$ cat config.mk
export PLATFORM = sky130hd
export DESIGN_NAME = acc_layer_sched
export DESIGN_NICKNAME = d
export VERILOG_FILES = /design/src/rtl/acc_pkg.sv /design/src/rtl/acc_wdog.sv /design/src/rtl/acc_layer_sched.sv
export SDC_FILE = /design/constraint.sdc
export NUM_CORES = 1
export LEC_CHECK = 0
export CAP_MARGIN = 20
export CELL_PAD_IN_SITES_DETAIL_PLACEMENT = 0
export CELL_PAD_IN_SITES_GLOBAL_PLACEMENT = 1
export CORE_MARGIN = 5
export CORE_UTILIZATION = 38
export DETAILED_ROUTE_END_ITERATION = 16
export GPL_TIMING_DRIVEN = 0
export PLACE_DENSITY_LB_ADDON = 0.12
export RECOVER_POWER = 25
export SYNTH_ARGS = -nofsm -noshare
export SYNTH_HDL_FRONTEND = slang
export SYNTH_SLANG_ARGS = --single-unit
$ cat constraint.sdc
create_clock -name clk -period 2.37 [get_ports clk]
set_clock_uncertainty 0.2 [all_clocks]
set_input_delay 0.711 -clock clk [delete_from_list [all_inputs] [get_ports clk]]
set_output_delay 0.711 -clock clk [all_outputs]
set_load 0.02 [all_outputs]
$ cat src/rtl/acc_pkg.sv
// acc_pkg: shared definitions for the conv accelerator layer scheduler.
//   - scheduler state encoding
//   - default widths shared with the weight DMA and psum writeback engine
//   - default per-layer weight stride
package acc_pkg;

    // Widths shared with the DMA / writeback command interfaces.
    localparam int LIDX_W_DEF = 4;
    localparam int WDOG_W_DEF = 24;
    localparam int CMD_ADDR_W = 32;

    // 64 output channels x 64 input channels x 3x3 kernel, one byte each.
    localparam logic [31:0] WSTRIDE_DEF = 32'd36864;

    typedef enum logic [3:0] {
        ST_IDLE    = 4'd0,
        ST_WL_REQ  = 4'd1,
        ST_WL_WAIT = 4'd2,
        ST_CV_GO   = 4'd3,
        ST_CV_WAIT = 4'd4,
        ST_DR_REQ  = 4'd5,
        ST_DR_WAIT = 4'd6,
        ST_NEXT    = 4'd7,
        ST_FIN     = 4'd8
    } state_t;

    // States that wait on a done pulse from a downstream block.
    function automatic logic is_wait(input state_t s);
        return (s == ST_WL_WAIT) || (s == ST_CV_WAIT) || (s == ST_DR_WAIT);
    endfunction

endpackage

$ cat src/rtl/acc_wdog.sv
// acc_wdog: loadable watchdog up-counter.
//   clk, rst_n : clock, asynchronous active-low reset
//   clr        : synchronous clear to zero (highest priority)
//   en         : count one cycle
//   load       : load load_val (below clr, above en)
//   load_val   : value to load
//   tc         : terminal flag, high in the enabled cycle whose increment
//                would bring the count to all-ones
module acc_wdog
    import acc_pkg::*;
#(
    parameter int WDOG_W = WDOG_W_DEF
) (
    input  logic              clk,
    input  logic              rst_n,
    input  logic              clr,
    input  logic              en,
    input  logic              load,
    input  logic [WDOG_W-1:0] load_val,
    output logic              tc
);

    localparam logic [WDOG_W-1:0] LAST_BEFORE_MAX = ~WDOG_W'(1);

    logic [WDOG_W-1:0] count_reg;

    always_ff @(posedge clk or negedge rst_n) begin
        if (!rst_n) begin
            count_reg <= '0;
        end else if (clr) begin
            count_reg <= '0;
        end else if (load) begin
            count_reg <= load_val;
        end else if (en) begin
            count_reg <= count_reg + WDOG_W'(1);
        end
    end

    // Flagging one step early makes the timeout land after exactly
    // 2^WDOG_W-1 counted cycles in a state.
    assign tc = en && (count_reg == LAST_BEFORE_MAX);

endmodule

$ cat src/rtl/acc_layer_sched.sv
// acc_layer_sched: runs num_layers conv layers back to back. For each layer
// it issues a weight-load command, pulses conv_start and waits for conv_done,
// then issues an output-drain command. Every wait is guarded by a watchdog;
// a timeout sets the sticky err flag and returns to IDLE.
//   start/abort          : run request (IDLE only) / abort (any non-IDLE state)
//   num_layers, wbase    : run configuration, sampled on an accepted start
//   wload_*              : weight DMA command handshake and done pulse
//   conv_start/conv_done : MAC array controller strobes
//   drain_*              : psum writeback command handshake and done pulse
//   layer_idx, busy      : progress status
//   run_done, err        : completion pulse / sticky watchdog error
module acc_layer_sched
    import acc_pkg::*;
#(
    parameter int                LIDX_W  = LIDX_W_DEF,
    parameter int                WDOG_W  = WDOG_W_DEF,
    parameter int                ADDR_W  = CMD_ADDR_W,
    parameter logic [ADDR_W-1:0] WSTRIDE = ADDR_W'(WSTRIDE_DEF)
) (
    input  logic              clk,
    input  logic              rst_n,
    input  logic              start,
    input  logic              abort,
    input  logic [LIDX_W-1:0] num_layers,
    input  logic [ADDR_W-1:0] wbase,
    output logic              wload_vld,
    input  logic              wload_rdy,
    output logic [ADDR_W-1:0] wload_addr,
    input  logic              wload_done,
    output logic              conv_start,
    input  logic              conv_done,
    output logic              drain_vld,
    input  logic              drain_rdy,
    input  logic              drain_done,
    output logic [LIDX_W-1:0] layer_idx,
    output logic              busy,
    output logic              run_done,
    output logic              err
);

    state_t            state_reg, state_next;
    logic [LIDX_W-1:0] layer_idx_reg;
    logic [LIDX_W-1:0] last_idx_reg;
    logic [ADDR_W-1:0] addr_reg;
    logic              err_reg;
    logic              timeout;
    logic              wdog_en;
    logic              wdog_clr;
    logic              wdog_tc;
    logic              last_layer;

    assign last_layer = (layer_idx_reg == last_idx_reg);

    // Count only while blocked on a downstream block; any state change
    // restarts the count.
    assign wdog_en  = is_wait(state_reg)
                   || ((state_reg == ST_WL_REQ) && !wload_rdy)
                   || ((state_reg == ST_DR_REQ) && !drain_rdy);
    assign wdog_clr = (state_next != state_reg);

    acc_wdog #(
        .WDOG_W (WDOG_W)
    ) u_wdog (
        .clk      (clk),
        .rst_n    (rst_n),
        .clr      (wdog_clr),
        .en       (wdog_en),
        .load     (1'b0),
        .load_val ('0),
        .tc       (wdog_tc)
    );

    // State register.
    always_ff @(posedge clk or negedge rst_n) begin
        if (!rst_n) begin
            state_reg <= ST_IDLE;
        end else begin
            state_reg <= state_next;
        end
    end

    // Next state. A handshake or done pulse arriving in the terminal
    // watchdog cycle still wins over the timeout. Abort overrides everything
    // outside IDLE; in IDLE a simultaneous start wins.
    always_comb begin
        state_next = state_reg;
        timeout    = 1'b0;
        case (state_reg)
            ST_IDLE:    if (start) state_next = ST_WL_REQ;
            ST_WL_REQ:  if (wload_rdy) state_next = ST_WL_WAIT;
                        else if (wdog_tc) timeout = 1'b1;
            ST_WL_WAIT: if (wload_done) state_next = ST_CV_GO;
                        else if (wdog_tc) timeout = 1'b1;
            ST_CV_GO:   state_next = ST_CV_WAIT;
            ST_CV_WAIT: if (conv_done) state_next = ST_DR_REQ;
                        else if (wdog_tc) timeout = 1'b1;
            ST_DR_REQ:  if (drain_rdy) state_next = ST_DR_WAIT;
                        else if (wdog_tc) timeout = 1'b1;
            ST_DR_WAIT: if (drain_done) state_next = ST_NEXT;
                        else if (wdog_tc) timeout = 1'b1;
            ST_NEXT:    state_next = last_layer ? ST_FIN : ST_WL_REQ;
            ST_FIN:     state_next = ST_IDLE;
            default:    state_next = ST_IDLE;
        endcase
        if (timeout) begin
            state_next = ST_IDLE;
        end
        if (abort && (state_reg != ST_IDLE)) begin
            state_next = ST_IDLE;
            timeout    = 1'b0;
        end
    end

    // Outputs decoded from the current state only.
    always_comb begin
        wload_vld  = (state_reg == ST_WL_REQ);
        conv_start = (state_reg == ST_CV_GO);
        drain_vld  = (state_reg == ST_DR_REQ);
        run_done   = (state_reg == ST_FIN);
        busy       = (state_reg != ST_IDLE);
    end

    // Run configuration, layer counter and weight address accumulator.
    // Abort and timeout leave layer_idx and the address where they were.
    always_ff @(posedge clk or negedge rst_n) begin
        if (!rst_n) begin
            layer_idx_reg <= '0;
            last_idx_reg  <= '0;
            addr_reg      <= '0;
            err_reg       <= 1'b0;
        end else begin
            if ((state_reg == ST_IDLE) && start) begin
                last_idx_reg  <= (num_layers == '0) ? '0 : num_layers - 1'b1;
                addr_reg      <= wbase;
                layer_idx_reg <= '0;
                err_reg       <= 1'b0;
            end else if ((state_reg == ST_NEXT) && !abort && !last_layer) begin
                layer_idx_reg <= layer_idx_reg + 1'b1;
                addr_reg      <= addr_reg + WSTRIDE;
            end
            if (timeout) begin
                err_reg <= 1'b1;
            end
        end
    end

    assign wload_addr = addr_reg;
    assign layer_idx  = layer_idx_reg;
    assign err        = err_reg;

endmodule

==> tab_implementation.tex <==
\begin{tabular}{lr}
\hline
Metric & Value \\
\hline
\multicolumn{2}{l}{\textbf{Finish}} \\
Count of placed standard cells in the final layout, fillers left out & 657 \\
Most frequent cells in the layout & nand2\_1, dfrtp\_1, clkdlybuf4s50\_1, nor2\_1, xnor2\_1 \\
Most frequent standard cell in the layout excluding fill and tap cells & nand2\_1 \\
Diodes inserted & 0 \\
Final Core Density & 53.7\% \\
Area growth from synthesis to layout & 39.3\% \\
Final cell area excluding filler cells & 0.00520 mm2 \\
Fraction of final layout cells sized beyond drive strength 1 & 13.2\% \\
Number of flip-flops in the largest register & 32 \\
Nets & 568 \\
\multicolumn{2}{l}{\textbf{Worst setup path}} \\
Cell chain of the critical path & nor4\_4 -> inv\_2 -> buf\_2 \\
Crit end category & primary output \\
CP peak stage delay & 470 ps \\
R2R cell count & 8 \\
R2r endpoint & u\_wdog.count\_reg[13] \\
Setup slack, reg-to-reg & 90 ps \\
Arrival time at the worst endpoint & 1420 ps \\
Setup CP Type & register to primary output \\
Stages on worst setup path & 3 \\
Source of the critical timing path & state\_reg[1] \\
R2r startpoint & state\_reg[0] \\
Cell type of the slowest stage on the worst timing path & dfrtp\_2 \\
Worst Setup Start Kind & register \\
Crit path max fanout & 7 \\
Kind of cell with the highest combined delay on the critical path & flip-flops \\
Critical path data required time & 1460 ps \\
Critical path buffer and inverter count & 2 \\
Setup crit end & busy \\
\multicolumn{2}{l}{\textbf{Synth}} \\
Distinct cell type count after synthesis & 53 \\
Sequential element share of the synthesized area & 46.2\% \\
Commonest register cell after synthesis & dfrtp\_1 \\
Fraction of synthesis flops using an asynchronous set or reset pin & 100\% \\
Cell area after synthesis & 0.00373 mm2 \\
Cells after Synth & 410 \\
Yosys synthesis warning count & 0 \\
Synthesized area per cell & 9.11 um2 \\
Cell type contributing the most total cell area after synthesis & dfrtp\_1 \\
Share of Yosys cell area claimed by the top area cell type & 46.2\% \\
Most area-consuming cells after synthesis & dfrtp\_1, xnor2\_1, nand2\_1 \\
Number of synthesized flops with an enable pin & 0 \\
Synthesized net count & 459 \\
Register bit total from synthesis & 69 \\
\multicolumn{2}{l}{\textbf{Power}} \\
Clock share of power & 19.2\% \\
Combinational cell fraction of total power & 47.9\% \\
Switching share of power & 40.8\% \\
Seq pwr share & 32.9\% \\
Power per cell area & 1080 mW/mm2 \\
Net Switching & 2290 uW \\
Static Leakage & 0.00228 uW \\
Worst ir drop on vdd & 0.000542 V \\
Cell-internal power & 3330 uW \\
\multicolumn{2}{l}{\textbf{Route}} \\
Number of routed nets with antenna violations & 0 \\
Drt drc & 0 \\
Total number of vias & 3331 \\
Detailed Routing Iterations Pass 1 & 4 \\
Detailed Route Iter0 Violations & 136 \\
Vias per Instance & 5.07 \\
Total wire length after detailed routing & 10100 um \\
Routed wire per std cell & 15.3 um \\
\multicolumn{2}{l}{\textbf{CTS}} \\
Clock tree sinks & 69 \\
Clock-pin transition on the worst setup and hold timing paths & 80 ps \\
Total clock buffers created by CTS & 9 \\
Clock insertion delay at the later pin of the skew report & 350 ps \\
Buffer depth of the longest clock path & 2 \\
Number of H-tree levels & 3 \\
TritonCTS clock tree & built \\
Root buf cell & clkbuf\_8 \\
\multicolumn{2}{l}{\textbf{STA}} \\
Period minus WS final & 2330 ps \\
Count of pins over their slew limit & 0 \\
RSZ-0062 raised after global routing & true \\
Period utilisation layout & 98.2\% \\
Max Clock Freq & 0.430 GHz \\
Final Hold Viols & 0 \\
Slew at the pin closest to its max-slew limit & 593 ps \\
Relative slew slack & 60.5\% \\
Final hold slack & 278 ps \\
Final setup viols & 0 \\
\multicolumn{2}{l}{\textbf{Placed design}} \\
Estimated wirelength of the detail-placed design & 7020 um \\
Cell count after placement & 630 \\
I/O Buffers & 86 \\
Routability-driven placement congestion ratio & 0.812 \\
Post-DP Area & 0.00479 mm2 \\
\multicolumn{2}{l}{\textbf{Global route}} \\
Gr ovfl total & 0 \\
Number of global-route vias before repair & 3339 \\
Wire length of the first global-routing pass & 16700 um \\
Overall Global Routing Usage & 17.8\% \\
Maximum number of pins on one net before global-route repair & 68 \\
Initial antenna violation count & 0 \\
\multicolumn{2}{l}{\textbf{Job}} \\
Max-cap violations & 0 \\
\multicolumn{2}{l}{\textbf{Floorplanning}} \\
Starting Density & 38.6\% \\
Number of core rows & 36 \\
Width of the chip & 109 um \\
IO Count & 87 \\
Core Box Area & 0.00968 mm2 \\
Die boundary height & 109 um \\
Overall die area & 0.0119 mm2 \\
\multicolumn{2}{l}{\textbf{Hold path}} \\
Path category of the worst min-delay check & register to register \\
\multicolumn{2}{l}{\textbf{Status}} \\
Status & complete, no violations \\
\hline
\end{tabular}
## worst reg2reg max path, stage by stage, from the launching register on
cell and delay, ps:
dfrtp_1 380, buf_6 180, mux2_2 340, o32a_1 180, a211o_1 340, o211ai_4 260, buf_6 140, buf_6 100
nor2_1 50
## worst min path at each step
| stage | from | end | slack [ps] | cells after the start |
|---|---|---|---|---|
| 2_1_floorplan | rst_n | err | 220 | 0 |
| 3_3_place_gp | wload_addr[4] | wload_addr[4] | 260 | 2 |
| 3_5_place_dp | wload_addr[0] | wload_addr[0] | 260 | 2 |
| 4_1_cts | err | err | 280 | 2 |
| 5_1_grt | wload_addr[3] | wload_addr[3] | 310 | 2 |
| 6_report | err | err | 280 | 2 |
## power by group through the flow
stage	logic, uW	registers [uW]	clock network (uW)
4_1_cts	2620	1850	1110
2_1_floorplan	1120	2110	0
3_5_place_dp	2460	1860	0
3_3_place_gp	2440	1860	0
6_report	2690	1850	1080
5_1_grt	2940	1910	1170
## per-stage QoR
stage | power, uW | setup WS (ps) | TNS, ps
global placement | 4300 | -2140 | -176060
detailed placement | 4320 | -720 | -29030
finish | 5620 | 43.8 | 0
floorplan | 3240 | 54.9 | 0
CTS | 5580 | -7.68 | -7.68
global route | 6010 | -36.8 | -36.8
## logic make-up after synthesis
kind of cell	Yosys count	synth area share [%]
AOI/OAI and AO/OA	48	8.81
xor gates and xnor gates	43	10.1
adders and majority gates	4	1.34
buffers and inverters	33	3.82
DFF	69	46.2
muxes	7	1.94
and+or+nand+nor	206	27.8
## per-layer routing
metal	GRT usage, %	up-vias	part of all wire (%)
met2	27.8	74	47
li1	-	1636	-
met3	5.80	2	6.0
met5	0	-	0
met4	3.61	0	0.31
met1	24.4	1619	47
## synth_stat cells, drive strengths merged, types with 3 or more instances
library cell / instances
ha: 4
and4: 5
dfrtp: 69
a21o: 3
buf: 10
nand4: 3
a31oi: 7
nand3: 15
nor2: 47
nand2: 68
o21ai: 17
xor2: 7
nor3b: 3
nor4: 19
or2: 3
mux2i: 5
inv: 12
a21oi: 5
xnor2: 36
nor4b: 4
nand4b: 3
nor3: 14
nand2b: 6
or3: 4
and3: 5
clkbuf: 11
## final cells by class
cell class	count	area [um2]
fillers	920	4480
clock buffers	10	138
well taps	133	166
plain buffers	19	114
flip-flops and latches	69	1730
inverters	12	45.0
clock inverters	6	86.3
repair buffers	100	980
multi-input cells	308	1940
## timing repair
item / in CTS / in global routing
gates resized for setup: 50 / 23
setup buffers: 4 / 7
hold buffers: 1 / 0
pin swaps: 4 / 5
endpoints found under the hold margin: 2 / 0
endpoints found under the setup margin: 71 / 72
gates cloned: 1 / 0
Power figures use the tool's default switching activity.
